<file path="src/rtl/pdm_audio_pkg.sv">
// Shared encodings and constants for the PDM microphone sequencer.
package pdm_audio_pkg;

  typedef enum logic [2:0] {
    ST_IDLE     = 3'd0,
    ST_STARTING = 3'd1,
    ST_SETTLING = 3'd2,
    ST_RUNNING  = 3'd3,
    ST_STOPPING = 3'd4
  } state_e;

  // HF cycles per PDM clock period
  localparam int PDM_DIV = 4;

  // Raw-line phases at which each channel is stable (clock-low / clock-high half,
  // just before the following edge), before input synchroniser delay.
  localparam int LEFT_PH_BASE  = 1;
  localparam int RIGHT_PH_BASE = 3;

  // Phase at which a channel is seen on the synchronised data line
  function automatic logic [1:0] cap_phase(input int base, input int lat);
    cap_phase = 2'((base + lat) % PDM_DIV);
  endfunction

endpackage

</file>
<file path="src/rtl/pdm_audio_ctrl_if.sv">
// CPU control/status and bit-pair stream of the PDM sequencer.
interface pdm_audio_ctrl_if #(
  parameter int SETTLE_W = 16
);
  logic                i_start;
  logic                i_stop;
  logic [SETTLE_W-1:0] i_settle_periods;
  logic                o_busy;
  logic                o_running;
  logic                o_bit_valid;
  logic                o_bit_left;
  logic                o_bit_right;

  modport master (
    output i_start, i_stop, i_settle_periods,
    input  o_busy, o_running, o_bit_valid, o_bit_left, o_bit_right
  );

  modport slave (
    input  i_start, i_stop, i_settle_periods,
    output o_busy, o_running, o_bit_valid, o_bit_left, o_bit_right
  );
endinterface

</file>
<file path="src/rtl/pdm_audio_capture.sv">
// Phase-indexed left/right capture of the synchronised PDM line and pair strobe.
module pdm_audio_capture #(
  parameter int DATA_LAT = 2
) (
  input  logic       clk,
  input  logic       rst,
  input  logic [1:0] phase,
  input  logic       run,
  input  logic       pdm_data,
  output logic       bit_valid,
  output logic       bit_left,
  output logic       bit_right
);
  import pdm_audio_pkg::*;

  localparam logic [1:0] LEFT_PH  = cap_phase(LEFT_PH_BASE, DATA_LAT);
  localparam logic [1:0] RIGHT_PH = cap_phase(RIGHT_PH_BASE, DATA_LAT);

  logic left_hold_q, left_hold_d;
  logic armed_q, armed_d;
  logic valid_q, valid_d;
  logic out_l_q, out_l_d;
  logic out_r_q, out_r_d;

  // Capture registers; a pair is only emitted when its left half was taken while running
  always_ff @(posedge clk) begin
    if (rst) begin
      left_hold_q <= 1'b0;
      armed_q     <= 1'b0;
      valid_q     <= 1'b0;
      out_l_q     <= 1'b0;
      out_r_q     <= 1'b0;
    end else begin
      left_hold_q <= left_hold_d;
      armed_q     <= armed_d;
      valid_q     <= valid_d;
      out_l_q     <= out_l_d;
      out_r_q     <= out_r_d;
    end
  end

  // Next capture state from phase and run gate
  always_comb begin
    left_hold_d = left_hold_q;
    armed_d     = armed_q;
    valid_d     = 1'b0;
    out_l_d     = out_l_q;
    out_r_d     = out_r_q;
    if (!run) begin
      armed_d = 1'b0;
    end else if (phase == LEFT_PH) begin
      left_hold_d = pdm_data;
      armed_d     = 1'b1;
    end else if (phase == RIGHT_PH && armed_q) begin
      out_l_d = left_hold_q;
      out_r_d = pdm_data;
      valid_d = 1'b1;
      armed_d = 1'b0;
    end
  end

  assign bit_valid = valid_q;
  assign bit_left  = out_l_q;
  assign bit_right = out_r_q;

endmodule

</file>
<file path="src/rtl/pdm_audio_ctrl.sv">
// PDM microphone sequencer: owns the clock-block enable, mirrors its divider
// phase, discards the settle window and hands bit pairs to the decimator.
module pdm_audio_ctrl #(
  parameter int SYNC_LAT = 2,
  parameter int DATA_LAT = 2,
  parameter int SETTLE_W = 16
) (
  input  logic             i_hf_clock,
  input  logic             i_reset,
  input  logic             i_pdm_data,
  output logic             o_clk_enable,
  pdm_audio_ctrl_if.slave  ctrl
);
  import pdm_audio_pkg::*;

  localparam logic [2:0] START_WAIT = 3'(SYNC_LAT);
  localparam logic [2:0] STOP_WAIT  = 3'(SYNC_LAT + 1);

  state_e              state_q, state_d;
  logic [2:0]          wait_q, wait_d;
  logic [SETTLE_W-1:0] settle_q, settle_d;
  logic [1:0]          phase_q, phase_d;
  logic                pending_q, pending_d;
  logic                clk_en_q, clk_en_d;

  logic start_req, stop_req, go, wait_done, wrap, run_gate;

  assign start_req = ctrl.i_start & ~ctrl.i_stop;
  assign stop_req  = ctrl.i_stop;
  assign go        = pending_q | start_req;
  assign wait_done = (wait_q <= 3'd1);
  assign wrap      = (phase_q == 2'd3);

  // State and datapath registers
  always_ff @(posedge i_hf_clock) begin
    if (i_reset) begin
      state_q   <= ST_IDLE;
      wait_q    <= 3'd0;
      settle_q  <= '0;
      phase_q   <= 2'd0;
      pending_q <= 1'b0;
      clk_en_q  <= 1'b0;
    end else begin
      state_q   <= state_d;
      wait_q    <= wait_d;
      settle_q  <= settle_d;
      phase_q   <= phase_d;
      pending_q <= pending_d;
      clk_en_q  <= clk_en_d;
    end
  end

  // Next-state logic; stop takes priority over everything except in IDLE
  always_comb begin
    state_d = state_q;
    case (state_q)
      ST_IDLE:     if (go) state_d = ST_STARTING;
      ST_STARTING: begin
        if (stop_req)       state_d = ST_STOPPING;
        else if (wait_done) state_d = (settle_q == '0) ? ST_RUNNING : ST_SETTLING;
      end
      ST_SETTLING: begin
        if (stop_req)                                  state_d = ST_STOPPING;
        else if (wrap && settle_q <= SETTLE_W'(1))     state_d = ST_RUNNING;
      end
      ST_RUNNING:  if (stop_req) state_d = ST_STOPPING;
      ST_STOPPING: if (wait_done) state_d = ST_IDLE;
      default:     state_d = ST_IDLE;
    endcase
  end

  // Counters, phase tracker, pending restart and registered clock enable
  always_comb begin
    wait_d    = wait_q;
    settle_d  = settle_q;
    phase_d   = phase_q + 2'd1;
    pending_d = pending_q;
    case (state_q)
      ST_IDLE: begin
        phase_d = 2'd0;
        if (go) begin
          wait_d    = START_WAIT;
          settle_d  = ctrl.i_settle_periods;
          pending_d = 1'b0;
        end
      end
      ST_STARTING: begin
        // divider still in reset; phase 0 is its first count after release
        phase_d = 2'd0;
        if (wait_q != 3'd0) wait_d = wait_q - 3'd1;
      end
      ST_SETTLING: begin
        if (wrap && settle_q != '0) settle_d = settle_q - SETTLE_W'(1);
      end
      ST_STOPPING: begin
        if (wait_q != 3'd0) wait_d = wait_q - 3'd1;
        if (stop_req)       pending_d = 1'b0;
        else if (start_req) pending_d = 1'b1;
      end
      default: ;
    endcase
    if (state_q != ST_STOPPING && state_d == ST_STOPPING) wait_d = STOP_WAIT;
    if (state_d == ST_IDLE) phase_d = 2'd0;
    clk_en_d = (state_d == ST_STARTING) || (state_d == ST_SETTLING) ||
               (state_d == ST_RUNNING);
  end

  // Status outputs decoded from the current state
  always_comb begin
    ctrl.o_busy    = (state_q != ST_IDLE);
    ctrl.o_running = (state_q == ST_RUNNING);
    o_clk_enable   = clk_en_q;
  end

  // A stop request closes the gate at once so no pair escapes into STOPPING
  assign run_gate = (state_q == ST_RUNNING) && !stop_req;

  pdm_audio_capture #(.DATA_LAT(DATA_LAT)) u_capture (
    .clk       (i_hf_clock),
    .rst       (i_reset),
    .phase     (phase_q),
    .run       (run_gate),
    .pdm_data  (i_pdm_data),
    .bit_valid (ctrl.o_bit_valid),
    .bit_left  (ctrl.o_bit_left),
    .bit_right (ctrl.o_bit_right)
  );

endmodule

</file>
<file path="src/flat_wrapper.sv">
// flat-port wrapper written by rule: the top's interface ports become plain ports
module pdm_audio_ctrl_flat import pdm_audio_pkg::*;
#(
  parameter int SYNC_LAT = 2,
  parameter int DATA_LAT = 2,
  parameter int SETTLE_W = 16
)
  (i_hf_clock, i_reset, i_pdm_data, o_clk_enable, ctrl_i_start, ctrl_i_stop, ctrl_i_settle_periods, ctrl_o_busy, ctrl_o_running, ctrl_o_bit_valid, ctrl_o_bit_left, ctrl_o_bit_right);
  pdm_audio_ctrl_if #(.SETTLE_W(SETTLE_W)) ctrl_i ();
  input  logic i_hf_clock;
  input  logic i_reset;
  input  logic i_pdm_data;
  output logic o_clk_enable;
  input wire logic [$bits(ctrl_i.i_start)-1:0] ctrl_i_start;
  input wire logic [$bits(ctrl_i.i_stop)-1:0] ctrl_i_stop;
  input wire logic [$bits(ctrl_i.i_settle_periods)-1:0] ctrl_i_settle_periods;
  output wire logic [$bits(ctrl_i.o_busy)-1:0] ctrl_o_busy;
  output wire logic [$bits(ctrl_i.o_running)-1:0] ctrl_o_running;
  output wire logic [$bits(ctrl_i.o_bit_valid)-1:0] ctrl_o_bit_valid;
  output wire logic [$bits(ctrl_i.o_bit_left)-1:0] ctrl_o_bit_left;
  output wire logic [$bits(ctrl_i.o_bit_right)-1:0] ctrl_o_bit_right;
  assign ctrl_i.i_start = ctrl_i_start;
  assign ctrl_i.i_stop = ctrl_i_stop;
  assign ctrl_i.i_settle_periods = ctrl_i_settle_periods;
  assign ctrl_o_busy = ctrl_i.o_busy;
  assign ctrl_o_running = ctrl_i.o_running;
  assign ctrl_o_bit_valid = ctrl_i.o_bit_valid;
  assign ctrl_o_bit_left = ctrl_i.o_bit_left;
  assign ctrl_o_bit_right = ctrl_i.o_bit_right;
  pdm_audio_ctrl #(.SYNC_LAT(SYNC_LAT), .DATA_LAT(DATA_LAT), .SETTLE_W(SETTLE_W)) u_core (.i_hf_clock(i_hf_clock), .i_reset(i_reset), .i_pdm_data(i_pdm_data), .o_clk_enable(o_clk_enable), .ctrl(ctrl_i));
endmodule
</file>
<file path="config.mk">
export PLATFORM = sky130hd
export DESIGN_NAME = pdm_audio_ctrl_flat
export DESIGN_NICKNAME = d
export VERILOG_FILES = /design/src/rtl/pdm_audio_pkg.sv /design/src/rtl/pdm_audio_ctrl_if.sv /design/src/rtl/pdm_audio_capture.sv /design/src/rtl/pdm_audio_ctrl.sv /design/src/flat_wrapper.sv
export SDC_FILE = /design/constraint.sdc
export NUM_CORES = 1
export LEC_CHECK = 0
export ABC_CLOCK_PERIOD_IN_PS = 1500
export BUFFER_PORTS_ARGS = -buffer_cell sky130_fd_sc_hd__clkbuf_2
export CAP_MARGIN = 10
export CORE_ASPECT_RATIO = 1.25
export CORE_MARGIN = 2
export CORE_UTILIZATION = 50
export DETAILED_ROUTE_END_ITERATION = 8
export PLACE_DENSITY = 0.75
export SLEW_MARGIN = 10
export SYNTH_ARGS = -nofsm -noshare
export SYNTH_HDL_FRONTEND = slang
export SYNTH_HIERARCHICAL = 1
export SYNTH_SLANG_ARGS = --single-unit
</file>
<file path="constraint.sdc">
create_clock -name i_hf_clock -period 1.5 [get_ports i_hf_clock]
set_input_delay 0.3 -clock i_hf_clock [delete_from_list [all_inputs] [get_ports i_hf_clock]]
set_output_delay 0.3 -clock i_hf_clock [all_outputs]
set_load 0.01 [all_outputs]
</file>
Word-level counts from Yosys, hierarchy flattened. Index checks and enable logic that the tools add are counted.

Register bits after elaboration: 31. Output and inout port bits: 6.

Add/sub/neg operators: 3. $lt $le $gt $ge: 2. Equality and inequality tests: 17. Muxes and demuxes: 23. Bitwise gates (word level): 5. Reductions and logical operators: 30.

Operators by type and width (number): $mux 16 (2); $pmux 16 s2 (1); $mux 3 (9); $le 16x1->1 const B (1); $logic_not 16->1 (1); $reduce_bool 16->1 (1); $sub 16x1->16 const B (1); $pmux 3 s5 (1); $reduce_and 3->1 (5); $eq 3x2->1 const B (4); $reduce_bool 3->1 (3); $reduce_bool 2->1 (4); $mux 1 (7); $eq 3x1->1 const B (2); $eq 3x3->1 const B (2); $logic_not 3->1 (2); $ne 2x1->1 const B (3); $ne 3x1->1 const B (2); $pmux 3 s2 (1); $reduce_or 2->1 (3); $logic_and 1x1->1 (5); $reduce_or 4->1 (1); $le 3x1->1 const B (1); $ne 3x2->1 const B (1); 14 further kinds (17).

Longest topological paths before layout.
Depth in word-level cells: 9. Gate-level depth with buffers: 8. Depth with buffers taken out: 7.

By module. The synthesis kept the hierarchy.

Modules (own cells, without submodules): pdm_audio_ctrl (instances 1, cells each 227, area an instance 1810.5 µm², seq. area each 520.5 µm²); pdm_audio_capture (instances 1, cells each 17, area an instance 210.2 µm², seq. area each 100.1 µm²).

Worst setup path after synthesis. Ideal clock, no wire load.

Path kind: register -> register. From: reg u_core.settle_q[1]. To: reg u_core.settle_q[0]. Arrival: 1493 ps. Setup slack: -127 ps. Cell stages (with the launch flop): 9. Period minus slack after synthesis: 1627 ps. Path through: dfxtp_1 inv_1 ha_1 nor4b_1 nand4_1 a2bb2oi_4 buf_6 nand3b_1 a31oi_1.

Longest elaborated chain between the ends: 4.

RTL lines: start, declared (RTL line pdm_audio_ctrl.sv:21) `logic [SETTLE_W-1:0] settle_q, settle_d;`; start signal, assigned (RTL line pdm_audio_ctrl.sv:46) `settle_q <= settle_d;`; $reduce_bool 16->1 (RTL line pdm_audio_ctrl.sv:93) `if (wrap && settle_q != '0) settle_d = settle_q - SETTLE_W'(1);`; $logic_and 1x1->1 (RTL line pdm_audio_ctrl.sv:93); $ne 2x1->1 (no source line); $reduce_and 3->1 (no source line).

Every way passes these cells. A chain may end at the register's enable or synchronous reset.

Worst setup path after layout.
From: reg u_core.settle_q[0]. To: reg u_core.settle_q[13].

Longest elaborated chain between the ends: 4. Elaborated cells between the ends (all ways): 7. Classes of those cells: 1 x add/sub; 1 x eq/ne; 2 x mux; 3 x reduce/logical.

RTL lines: parallel branches: the longest is 4 deep, another holds $sub 16x1->16.

Several ways; the timed one is not identified. The select of a mux whose other input is x is not followed.

==> impl_results.md <==
* Count of hold-fix buffers inserted at cts at 0
* Post-layout instance area at roughly 3100 sq um
* Detailed-route via count at 2214
* TritonCTS clock tree: built
* Arrival time worst endpoint at 1.93 ns
* Kind of end point of the critical path: register
* Hold path start: ctrl_i_settle_periods[0]
* Mapped Nets at 272
* First-pass GRT wire length at just under 10000 um
* Mapped Area at 2020 sq um
* Die Footprint at ~4600 sq um
* IO Count at 27
* Proportion of synthesized area in mux cells at 0.0254
* Final-report max-slew violation count at 0
* Slowest cell delay on critical path at 0.35 ns
* Count of final hold-check violations at 0
* Layout overhead on the synthesized area at 54.9%
* Final antenna diode count at 0
* Final critical path time including I/O delays and setup at 1.76 ns
* Yosys warning total at 6
* Highest net fanout along the worst path at 11
* Count of cell types in the netlist at 56
* Die height at ~75 um
* Overall Global Routing Usage at 0.284
* Combinational family with the most area after synthesis: simple AND/OR/NAND/NOR gates
* Number of instances in the placed design at about 360
* Number of synthesized flops with an enable pin at 0
* Proportion of netlist area held by the largest area contributor at 0.307
* Post-route setup slack at -0.257 ns
* Fraction of the mapped netlist area in compound gates at 0.259
* Post-route insts no fill at roughly 390
* Standard cell core area at around 3800 sq um
* Number of DRC violations after detailed-routing iteration 0 at between 100 and 150
* Post-detailed-placement half-perimeter wirelength at roughly 3800 um
* Achievable frequency at around 570 MHz
* Placement-stage worst setup slack at -0.232 ns
* Placement-stage cell area at 2590 sq um
* Proportion of layout cells with a drive suffix above 1 at 0.536
* Flip-flop and latch count after synthesis at 31
* Clock-pin transition on the worst setup and hold timing paths at 0.07 ns
* Most common library cells after synthesis: 31 x sky130_fd_sc_hd__dfxtp_1, 26 x sky130_fd_sc_hd__a21oi_1, 19 x sky130_fd_sc_hd__nor2_1, 14 x sky130_fd_sc_hd__o21ai_1, 13 x sky130_fd_sc_hd__nand2_1
* Cell Rows at 25
* Maximum count of clock buffers along a single path at 2
* Final period util at 1.17
* Die boundary width at 60.9 um
* Via density per instance at about 5.7
* Setup TNS Final at -4.56 ns
* Cell type with the largest total area after synthesis: sky130_fd_sc_hd__dfxtp_1
* Clock buffer count from CTS at 5
* Post-Route Skew at approximately 0.0047 ns
* Later-pin clock latency in the skew report at 0.29 ns
* Worst max-slew margin expressed relative to the limit at 0.615
* Setup slack of the worst register-to-register path at -0.26 ns
* Gate Count Post-Synth at roughly 240
* Maximum level of the CTS H-tree at 2
* FFs w/ async S/R, synth at 0
* Simple-gate portion of the synthesized area at 0.301
* Pin count of the biggest net entering global routing at 26
* Final core occ at 0.820
* Peak supply drop at about 0.0008 V
* Ratio of total power to cell area at 952 nW/um^2
* Detailed Route WL at 6310 um
* Startpoint of the worst register-to-register path: u_core/settle_q[0]$_SDFFE_PP0P_
* Crit path from: u_core/settle_q[0]$_SDFFE_PP0P_
* Initial antenna violation count at 0
* Total clock sinks at 31
* Root Buffer Master: sky130_fd_sc_hd__clkbuf_8
* Mean area per synthesized cell at about 8.3 sq um
* Xor and xnor area share after synthesis at 0.00867
* Failing checks: setup timing
* Most frequently used flop master after synthesis: sky130_fd_sc_hd__dfxtp_1
* Max stage delay cell, worst path: sky130_fd_sc_hd__dfxtp_4
* Sequential element share of the synthesized area at 0.307
* Top cells by area in the synthesized netlist: sky130_fd_sc_hd__dfxtp_1 31%, sky130_fd_sc_hd__a21oi_1 6.4%, sky130_fd_sc_hd__ha_1 4.3%, sky130_fd_sc_hd__nor2_1 3.5%, sky130_fd_sc_hd__o21ai_1 3.5%
* Leakage at between 0.001 and 0.0015 uW
* Routed length per placed instance at about 16 um
* CP Class: register to register
* CP required at 1.68 ns
* Number of search-and-repair iterations in the first detailed-routing pass at 4
* Number of global-route vias before repair at between 2000 and 2500
* Final-report setup violation count at 24
* Number of remaining DRC errors at 0
* Post-synthesis adder-cell area fraction at 0.0433
* Count of buffers from port buffering at 26
* Global-route congestion overflow total at 0
* Type of origin of the critical path: register
* GP Congestion at ~0.86
* Unrepaired setup endpoints after global routing: true
* Starting utilization of the core area at 0.530
* # Max-Cap Violations at 0
* Cell-by-cell trace of the critical path: inv_4, ha_4, nor4b_4, nand4_1, a2bb2oi_4, buf_6, nand2b_1, a21oi_1
* Type of the worst min-delay path: input port to register
* Most used standard cell by instance count after synthesis: sky130_fd_sc_hd__dfxtp_1
* Worst Tran Pin Value at about 0.58 ns
* Post-route ant nets at 0
* Net count of the finished layout at 359
* Status: finished with violations
[path summary, 6_finish.rpt]
kind,end,depth (start not counted)
worst max-delay path,u_core/settle_q[13]$_SDFFE_PP0P_,8
worst min-delay path,u_core/settle_q[0]$_SDFFE_PP0P_,3
worst max register to register,u_core/settle_q[13]$_SDFFE_PP0P_,8
worst min register to register,u_core/u_capture/bit_left$_SDFFE_PP0P_,2
[through the flow]
stage	hold WS (ns)	power, uW
2_1_floorplan	0.370	1470
3_3_place_gp	0.464	1780
3_5_place_dp	0.489	1800
4_1_cts	0.269	2840
5_1_grt	0.276	3110
6_report	0.266	2980
[routing by layer]
layer	routed length [um]	up-vias	global-route usage
met2	3380	76	0.508
met3	278	16	0.0533
li1	-	1064	-
met1	2500	1058	0.316
met4	149	0	0.140
met5	0	-	0
[repair_timing]
item	in CTS	in global routing
resized for setup	46	30
cloned	1	0
pin swaps	21	15
setup buffers	10	7
setup endpoints to repair	23	28
[logic make-up (layout without fill, tap and decap cells)]
group                      after synthesis  in the layout
and+or+nand+nor                         99             99
AOI/OAI and AO/OA                       78             78
DFF                                     31             31
buffers and inverters                   22            110
adders and majority gates                7              7
muxes                                    5              5
xor gates and xnor gates                 2              2
[sequential cells by signal, indices dropped and copies added, names as in the netlist]
| register | cells |
|---|---|
| u_core/u_capture/bit_right | 1 |
| u_core/u_capture/left_hold_q | 1 |
| u_core/state_q | 3 |
| u_core/u_capture/bit_left | 1 |
| u_core/o_clk_enable | 1 |
| u_core/u_capture/armed_q | 1 |
| u_core/settle_q | 16 |
| u_core/pending_q | 1 |
| u_core/u_capture/bit_valid | 1 |
| u_core/wait_q | 3 |
| u_core/phase_q | 2 |
[power by group]
group	internal (uW)	total (uW)	switching [uW]	leakage (uW)
sequential	884	949	65.7	0.000258
combinational	582	1150	571	0.00105
clock	538	878	341	0.0000612
[cells in the final DEF (no fill, tap or decap), types with 4 or more instances in the layout]
cell	synthesis	layout
sky130_fd_sc_hd__nand2b_1	11	9
sky130_fd_sc_hd__clkbuf_8	0	6
sky130_fd_sc_hd__dfxtp_1	31	20
sky130_fd_sc_hd__nand3_1	9	9
sky130_fd_sc_hd__clkbuf_2	0	26
sky130_fd_sc_hd__dfxtp_2	0	8
sky130_fd_sc_hd__buf_6	3	12
sky130_fd_sc_hd__nor3_2	2	4
sky130_fd_sc_hd__a21o_1	7	7
sky130_fd_sc_hd__mux2i_1	4	4
sky130_fd_sc_hd__a21oi_1	26	22
sky130_fd_sc_hd__a21oi_2	4	8
sky130_fd_sc_hd__o21ai_1	14	7
sky130_fd_sc_hd__nor2_1	19	18
sky130_fd_sc_hd__nor3_1	9	6
sky130_fd_sc_hd__o21ai_2	0	9
sky130_fd_sc_hd__inv_2	1	4
sky130_fd_sc_hd__buf_4	0	54
sky130_fd_sc_hd__nand2_1	13	13
sky130_fd_sc_hd__ha_1	7	4
[critical path, delay by kind of cell (launching register included)]
family | cells | cell delay [ns]
AO/OA/AOI/OAI | 2 | 0.38
adder cells (fa/ha/maj) | 1 | 0.13
buffers and inverters | 2 | 0.24
flip-flops | 1 | 0.35
AND/OR/NAND/NOR | 3 | 0.55
[final cells by class]
class / count / area [sq um]
Clock buffer: 6 / 82.6
Fill cell: 254 / 686
Sequential cell: 31 / 642
Tap cell: 54 / 67.6
Timing Repair Buffer: 94 / 711
Multi-Input combinational cell: 191 / 1560
Inverter: 8 / 32.5
Clock inverter: 2 / 35.0
Note: power is estimated with default switching activity, not from simulation.
